--- src/rtl/frame_queue_scheduler.sv ---
// frame_queue_scheduler
//
// Purpose:
//   Merges two 17-bit word streams into one downstream queue. The streams come
//   from a camera and from a test-pattern generator. Only one source owns the
//   queue at a time, and ownership changes only on a frame boundary. If the
//   queue is full in the middle of a frame, the rest of that frame is dropped.
//   The frame is then closed with a single ABORT marker once the queue has
//   room again.
//
// Ports:
//   PixelClk   in   clock, rising edge
//   nRST       in   asynchronous active-low reset
//   src_sel    in   requested owner (0 = camera, 1 = test pattern), level
//   cam_data   in   camera word, bit16 = control flag
//   cam_wr_en  in   camera word valid
//   tp_data    in   test-pattern word, bit16 = control flag
//   tp_wr_en   in   test-pattern word valid
//   q_full     in   downstream queue full
//   ovf_clr    in   clears overflow and drop_count
//   q_data     out  registered word to the queue (holds its last value)
//   q_wr_en    out  registered queue write strobe
//   active_src out  current owner
//   overflow   out  sticky overflow flag
//   drop_count out  saturating count of dropped frames

module frame_queue_scheduler #(
  parameter int DROP_CNT_W = 8
) (
  input  logic                  PixelClk,
  input  logic                  nRST,
  input  logic                  src_sel,
  input  logic [16:0]           cam_data,
  input  logic                  cam_wr_en,
  input  logic [16:0]           tp_data,
  input  logic                  tp_wr_en,
  input  logic                  q_full,
  input  logic                  ovf_clr,
  output logic [16:0]           q_data,
  output logic                  q_wr_en,
  output logic                  active_src,
  output logic                  overflow,
  output logic [DROP_CNT_W-1:0] drop_count
);

  localparam logic [16:0] FRAME_START = 17'h10000;
  localparam logic [16:0] ABORT_WORD  = 17'h100FF;

  typedef enum logic [1:0] {
    S_IDLE,
    S_STREAM,
    S_DROP
  } state_t;

  state_t                  state_q, state_d;
  logic [16:0]             q_data_q, q_data_d;
  logic                    q_wr_en_q, q_wr_en_d;
  logic                    active_q, active_d;
  logic                    overflow_q, overflow_d;
  logic [DROP_CNT_W-1:0]   drop_q, drop_d;
  logic                    abort_pend_q, abort_pend_d;

  // The owner's word. The other source's traffic is never looked at.
  logic                    own_wr;
  logic [16:0]             own_data;
  logic                    own_fs;
  logic                    switch_pend;
  logic                    bump_drop;
  logic [DROP_CNT_W-1:0]   drop_inc;

  assign own_wr      = active_q ? tp_wr_en : cam_wr_en;
  assign own_data    = active_q ? tp_data  : cam_data;
  assign own_fs      = own_wr && (own_data == FRAME_START);
  assign switch_pend = (src_sel != active_q);
  assign drop_inc    = (&drop_q) ? drop_q : drop_q + DROP_CNT_W'(1);

  always_ff @(posedge PixelClk or negedge nRST) begin
    if (!nRST) begin
      state_q      <= S_IDLE;
      q_data_q     <= '0;
      q_wr_en_q    <= 1'b0;
      active_q     <= 1'b0;
      overflow_q   <= 1'b0;
      drop_q       <= '0;
      abort_pend_q <= 1'b0;
    end else begin
      state_q      <= state_d;
      q_data_q     <= q_data_d;
      q_wr_en_q    <= q_wr_en_d;
      active_q     <= active_d;
      overflow_q   <= overflow_d;
      drop_q       <= drop_d;
      abort_pend_q <= abort_pend_d;
    end
  end

  always_comb begin
    state_d      = state_q;
    q_data_d     = q_data_q;
    q_wr_en_d    = 1'b0;
    active_d     = active_q;
    overflow_d   = overflow_q;
    drop_d       = drop_q;
    abort_pend_d = abort_pend_q;
    bump_drop    = 1'b0;

    case (state_q)
      S_IDLE: begin
        // Between frames the owner follows src_sel freely.
        active_d = src_sel;
        if (own_fs && !q_full) begin
          q_data_d  = own_data;
          q_wr_en_d = 1'b1;
          state_d   = S_STREAM;
        end
      end

      S_STREAM: begin
        if (own_fs && switch_pend) begin
          // The new owner must start with its own FRAME_START, so this one is
          // swallowed.
          active_d = src_sel;
          state_d  = S_IDLE;
        end else if (own_wr && q_full) begin
          overflow_d   = 1'b1;
          bump_drop    = 1'b1;
          abort_pend_d = 1'b1;
          state_d      = S_DROP;
        end else if (own_wr) begin
          q_data_d  = own_data;
          q_wr_en_d = 1'b1;
        end
      end

      S_DROP: begin
        if (own_fs) begin
          if (q_full) begin
            bump_drop = 1'b1;
          end else begin
            // A fresh frame makes the pending ABORT unnecessary.
            abort_pend_d = 1'b0;
            if (switch_pend) begin
              active_d = src_sel;
              state_d  = S_IDLE;
            end else begin
              q_data_d  = own_data;
              q_wr_en_d = 1'b1;
              state_d   = S_STREAM;
            end
          end
        end else if (!own_wr && abort_pend_q && !q_full) begin
          // ABORT goes out only in a gap in the owner's stream, so the
          // output stays at one write per cycle.
          q_data_d     = ABORT_WORD;
          q_wr_en_d    = 1'b1;
          abort_pend_d = 1'b0;
        end
      end

      default: begin
        state_d = S_IDLE;
      end
    endcase

    if (bump_drop) begin
      drop_d = drop_inc;
    end

    // Clear takes priority over an increment in the same cycle.
    if (ovf_clr) begin
      overflow_d = 1'b0;
      drop_d     = '0;
    end
  end

  assign q_data     = q_data_q;
  assign q_wr_en    = q_wr_en_q;
  assign active_src = active_q;
  assign overflow   = overflow_q;
  assign drop_count = drop_q;

endmodule

--- config.mk ---
export PLATFORM = sky130hd
export DESIGN_NAME = frame_queue_scheduler
export DESIGN_NICKNAME = d
export VERILOG_FILES = /design/src/rtl/frame_queue_scheduler.sv
export SDC_FILE = /design/constraint.sdc
export NUM_CORES = 1
export LEC_CHECK = 0
export BUFFER_PORTS_ARGS = -buffer_cell sky130_fd_sc_hd__buf_4
export CAP_MARGIN = 30
export CELL_PAD_IN_SITES_DETAIL_PLACEMENT = 1
export CELL_PAD_IN_SITES_GLOBAL_PLACEMENT = 1
export CORE_UTILIZATION = 34
export DETAILED_ROUTE_END_ITERATION = 16
export PLACE_DENSITY_LB_ADDON = 0.2
export SLEW_MARGIN = 30
export SYNTH_ARGS = -nofsm -noshare
export SYNTH_HDL_FRONTEND = slang
export SYNTH_SLANG_ARGS = --single-unit
--- constraint.sdc ---
create_clock -name PixelClk -period 2.3 [get_ports PixelClk]
set_clock_uncertainty 0.15 [all_clocks]
set_input_delay 0.115 -clock PixelClk [delete_from_list [all_inputs] [get_ports PixelClk]]
set_output_delay 0.115 -clock PixelClk [all_outputs]
set_load 0.005 [all_outputs]
==> flow_summary_export.csv <==
group,metric,value,unit
status,outcome,"finished with violations",
status,failed_checks,"negative setup slack",
finish,fin_util,0.549,
routing,dr.pass1.iters,4,
routing,wirelength,5.86,mm
finish,syn2layout_area_growth,54.5,%
critical_path,rr_startpoint,"active_src",
floorplan,start_util,0.356,
cts,clk_path_buf_depth,2,
global_routing,grt_max_degree,32,
cts,cts_tree,"yes",
critical_path,slowest_delay,0.45,ns
yosys,syn_area,1970,sq um
timing,fin_setup_tns,-3.50,ns
floorplan,dieWidth,78.1,um
timing,rsz0062_at_grt,"true",
timing,fmax,407,MHz
placed_design,dpl.hpwl,4.32,mm
routing,drtIter0Drc,33,
routing,avgRoutedWirePerCell,16.3,um
cts,cts-root-buf,"clkbuf_8",
critical_path,rrSetupSlack,-0.16,ns
finish,fillCellCount,610,
yosys,postSynthAreaPerCell,10.7,sq um
placed_design,place_area,2760,sq um
worst_hold_path,hold_depth,3,
finish,drive_above_1_share,0.514,
yosys,yosysUniqueCellTypes,41,
worst_hold_path,hold_path.class,"in -> reg",
timing,tightest_slew,0.429,ns
timing,hold_slack,0.0381,ns
critical_path,path_cells,"buf_6, nor2_2, nand4_1, a211o_4, o22a_4, buf_4, or3_1, a21oi_1",
power,irDropWorstVdd,0.617,mV
critical_path,required,2.36,ns
routing,drc,0,
critical_path,worst_path_max_delay_cell,"a211o_4",
job,maxCapViolations,0,
floorplan,rows,27,
finish,final_nets,334,
cts,clkSlewWorstSetupHoldPaths,0.07,ns
worst_hold_path,holdPathEnd,"q_wr_en",
global_routing,antenna_found_initial,0,
timing,relSlewSlack,0.714,
critical_path,path_delay_family,"compound AO/OA/AOI/OAI gates",
timing,period_share,1.07,
floorplan,num_io_pins,69,
finish,antenna_cells,0,
cts,cts.htree.levels,2,
cts,cts_made_buffers,5,
global_routing,grt_pass1_vias,1984,
placed_design,place.gp.congestion,0.750,
yosys,ys_warn_count,0,
yosys,synth_seq_cells,31,
worst_hold_path,hp-start,"q_full",
critical_path,path_max_fanout,6,
timing,fin_ws,-0.156,ns
global_routing,grt_pass1_wl,9.67,mm
routing,viasPerCell,5.14,
placed_design,post-place-ws,-0.285,ns
cts,clock-sinks,31,
critical_path,path_buf_inv,2,
critical_path,r2r_cells,8,
timing,period_minus_slack,2.46,ns
yosys,synth_edf_count,0,
global_routing,gr-total-overflow,0,
placed_design,post-place-cells,339,
critical_path,cp-start-kind,"flip-flop",
critical_path,cp.arrival,2.52,ns
timing,finalSetupViolCount,29,
power,finalPower,3.72,mW
yosys,synthCells,185,
yosys,ys_async_sr_fraction,1.00,
floorplan,coreArea,5540,sq um
critical_path,reg2reg_to,"drop_count[3]",
timing,slew_viol_final,0,
critical_path,end_kind,"flip-flop",
placed_design,io_buffers,68,
finish,fin_cells,360,
timing,hold_violations,0,
routing,vias,1851,
yosys,synth-seq-area-share,0.394,
critical_path,crit_type,"reg -> reg",
power,power_density,1220,nW/um^2
routing,ant_nets,0,
cts,clkLatencyLatePin,0.28,ns
floorplan,fp.dieArea,6100,sq um
finish,final_design_area_no_fill,3040,sq um
power,p_leak,1.43,nW
floorplan,die_h,78.1,um
yosys,syn_nets,232,
global_routing,grtUsageTotal,0.203,
yosys,synth-main-ff-cell,"dfrtp_1",
## where the power goes
group	internal (mW)	leakage (nW)	switching [mW]
clock network	0.351	0.0612	0.218
logic	1.35	0.987	0.903
registers	0.765	0.382	0.137
## what timing repair did
item | 4_1_cts | 5_1_grt
setup buffers | 9 | 1
resized for setup | 16 | 5
endpoints found under the setup margin | 27 | 31
hold endpoints to repair | 41 | 0
hold buffers | 3 | 0
pin swaps | 10 | 1
## layout make-up
type                            count  area [sq um]  area share
Multi-Input combinational cell    142          1220       0.400
Timing Repair Buffer              104           832       0.273
Sequential cell                    31           777       0.255
Tap cell                           72          90.1      0.0296
Clock buffer                        6          82.6      0.0271
Clock inverter                      2          35.0      0.0115
Inverter                            3          11.3     0.00370
## logic make-up (layout without fill, tap and decap cells)
logic type | count (synthesis) | after routing | synth area share
and+or+nand+nor | 59 | 59 | 0.163
AOI/OAI and AO/OA | 40 | 40 | 0.148
muxes | 35 | 35 | 0.211
DFF | 31 | 31 | 0.394
buffers and inverters | 12 | 115 | 0.0381
adders and majority gates | 6 | 6 | 0.0381
xor gates and xnor gates | 2 | 2 | 0.00889
## worst min-delay path: stages
cell	delay, ns
buf_4	0.13
or3_1	0.13
a21oi_2	0.05
## synth_stat cells, drive strengths merged (3+ instances only)
| cell type | instances | area (sq um) |
|---|---|---|
| a21oi | 11 | 55.1 |
| mux2 | 19 | 251 |
| o21a | 4 | 30.0 |
| o21ai | 9 | 45.0 |
| clkbuf | 3 | 11.3 |
| dfrtp | 31 | 776 |
| nor3 | 5 | 36.3 |
| ha | 6 | 75.1 |
| nor2 | 13 | 48.8 |
| nand4 | 3 | 18.8 |
| nor2b | 4 | 25.0 |
| mux2i | 16 | 164 |
| nand2 | 14 | 52.6 |
| nand3 | 4 | 20.0 |
| o31ai | 3 | 22.5 |
| buf | 6 | 52.6 |
| or3 | 6 | 37.5 |
| inv | 3 | 11.3 |
## sequential cells by signal, summed over array words and instances, names as in the netlist
register      count
abort_pend_q      1
active_src        1
drop_count        8
overflow          1
q_data           17
q_wr_en           1
state_q           2
## metal layers
metal | part of all wire | up-vias | track usage
met5 | 0 | - | 0
met4 | 0.010 | 0 | 0.0519
met3 | 0.056 | 7 | 0.0465
met2 | 0.51 | 53 | 0.360
met1 | 0.43 | 903 | 0.245
li1 | - | 888 | -
## how the worst max path moves through the flow
| stage | startpoint | endpoint | slack, ns | cells past startpoint |
|---|---|---|---|---|
| 6_report | active_src | drop_count[3] | -0.16 | 8 |
| 5_1_grt | active_src | drop_count[1] | -0.25 | 9 |
| 4_1_cts | active_src | q_data[10] | -0.16 | 9 |
| 3_5_place_dp | active_src | drop_count[7] | -0.28 | 8 |
| 3_3_place_gp | active_src | state_q[0] | -0.19 | 7 |
| 2_1_floorplan | active_src | q_data[10] | -0.20 | 9 |
## cell usage in the layout (no fill, tap or decap), types with 3 or more instances in the layout
master / n
mux2_4: 11
nor2b_1: 4
nand3_1: 4
clkbuf_8: 6
or3_1: 6
buf_4: 94
a21oi_2: 5
nor3_1: 3
mux2i_1: 15
nor2_1: 12
o21a_1: 4
buf_6: 5
mux2_2: 8
a21oi_1: 6
nand4_1: 3
o21ai_0: 5
o21ai_1: 3
nand2_1: 14
dfrtp_1: 30
dlygate4sd3_1: 3
inv_1: 3
ha_1: 6
Note: power is estimated with default switching activity, not from simulation.
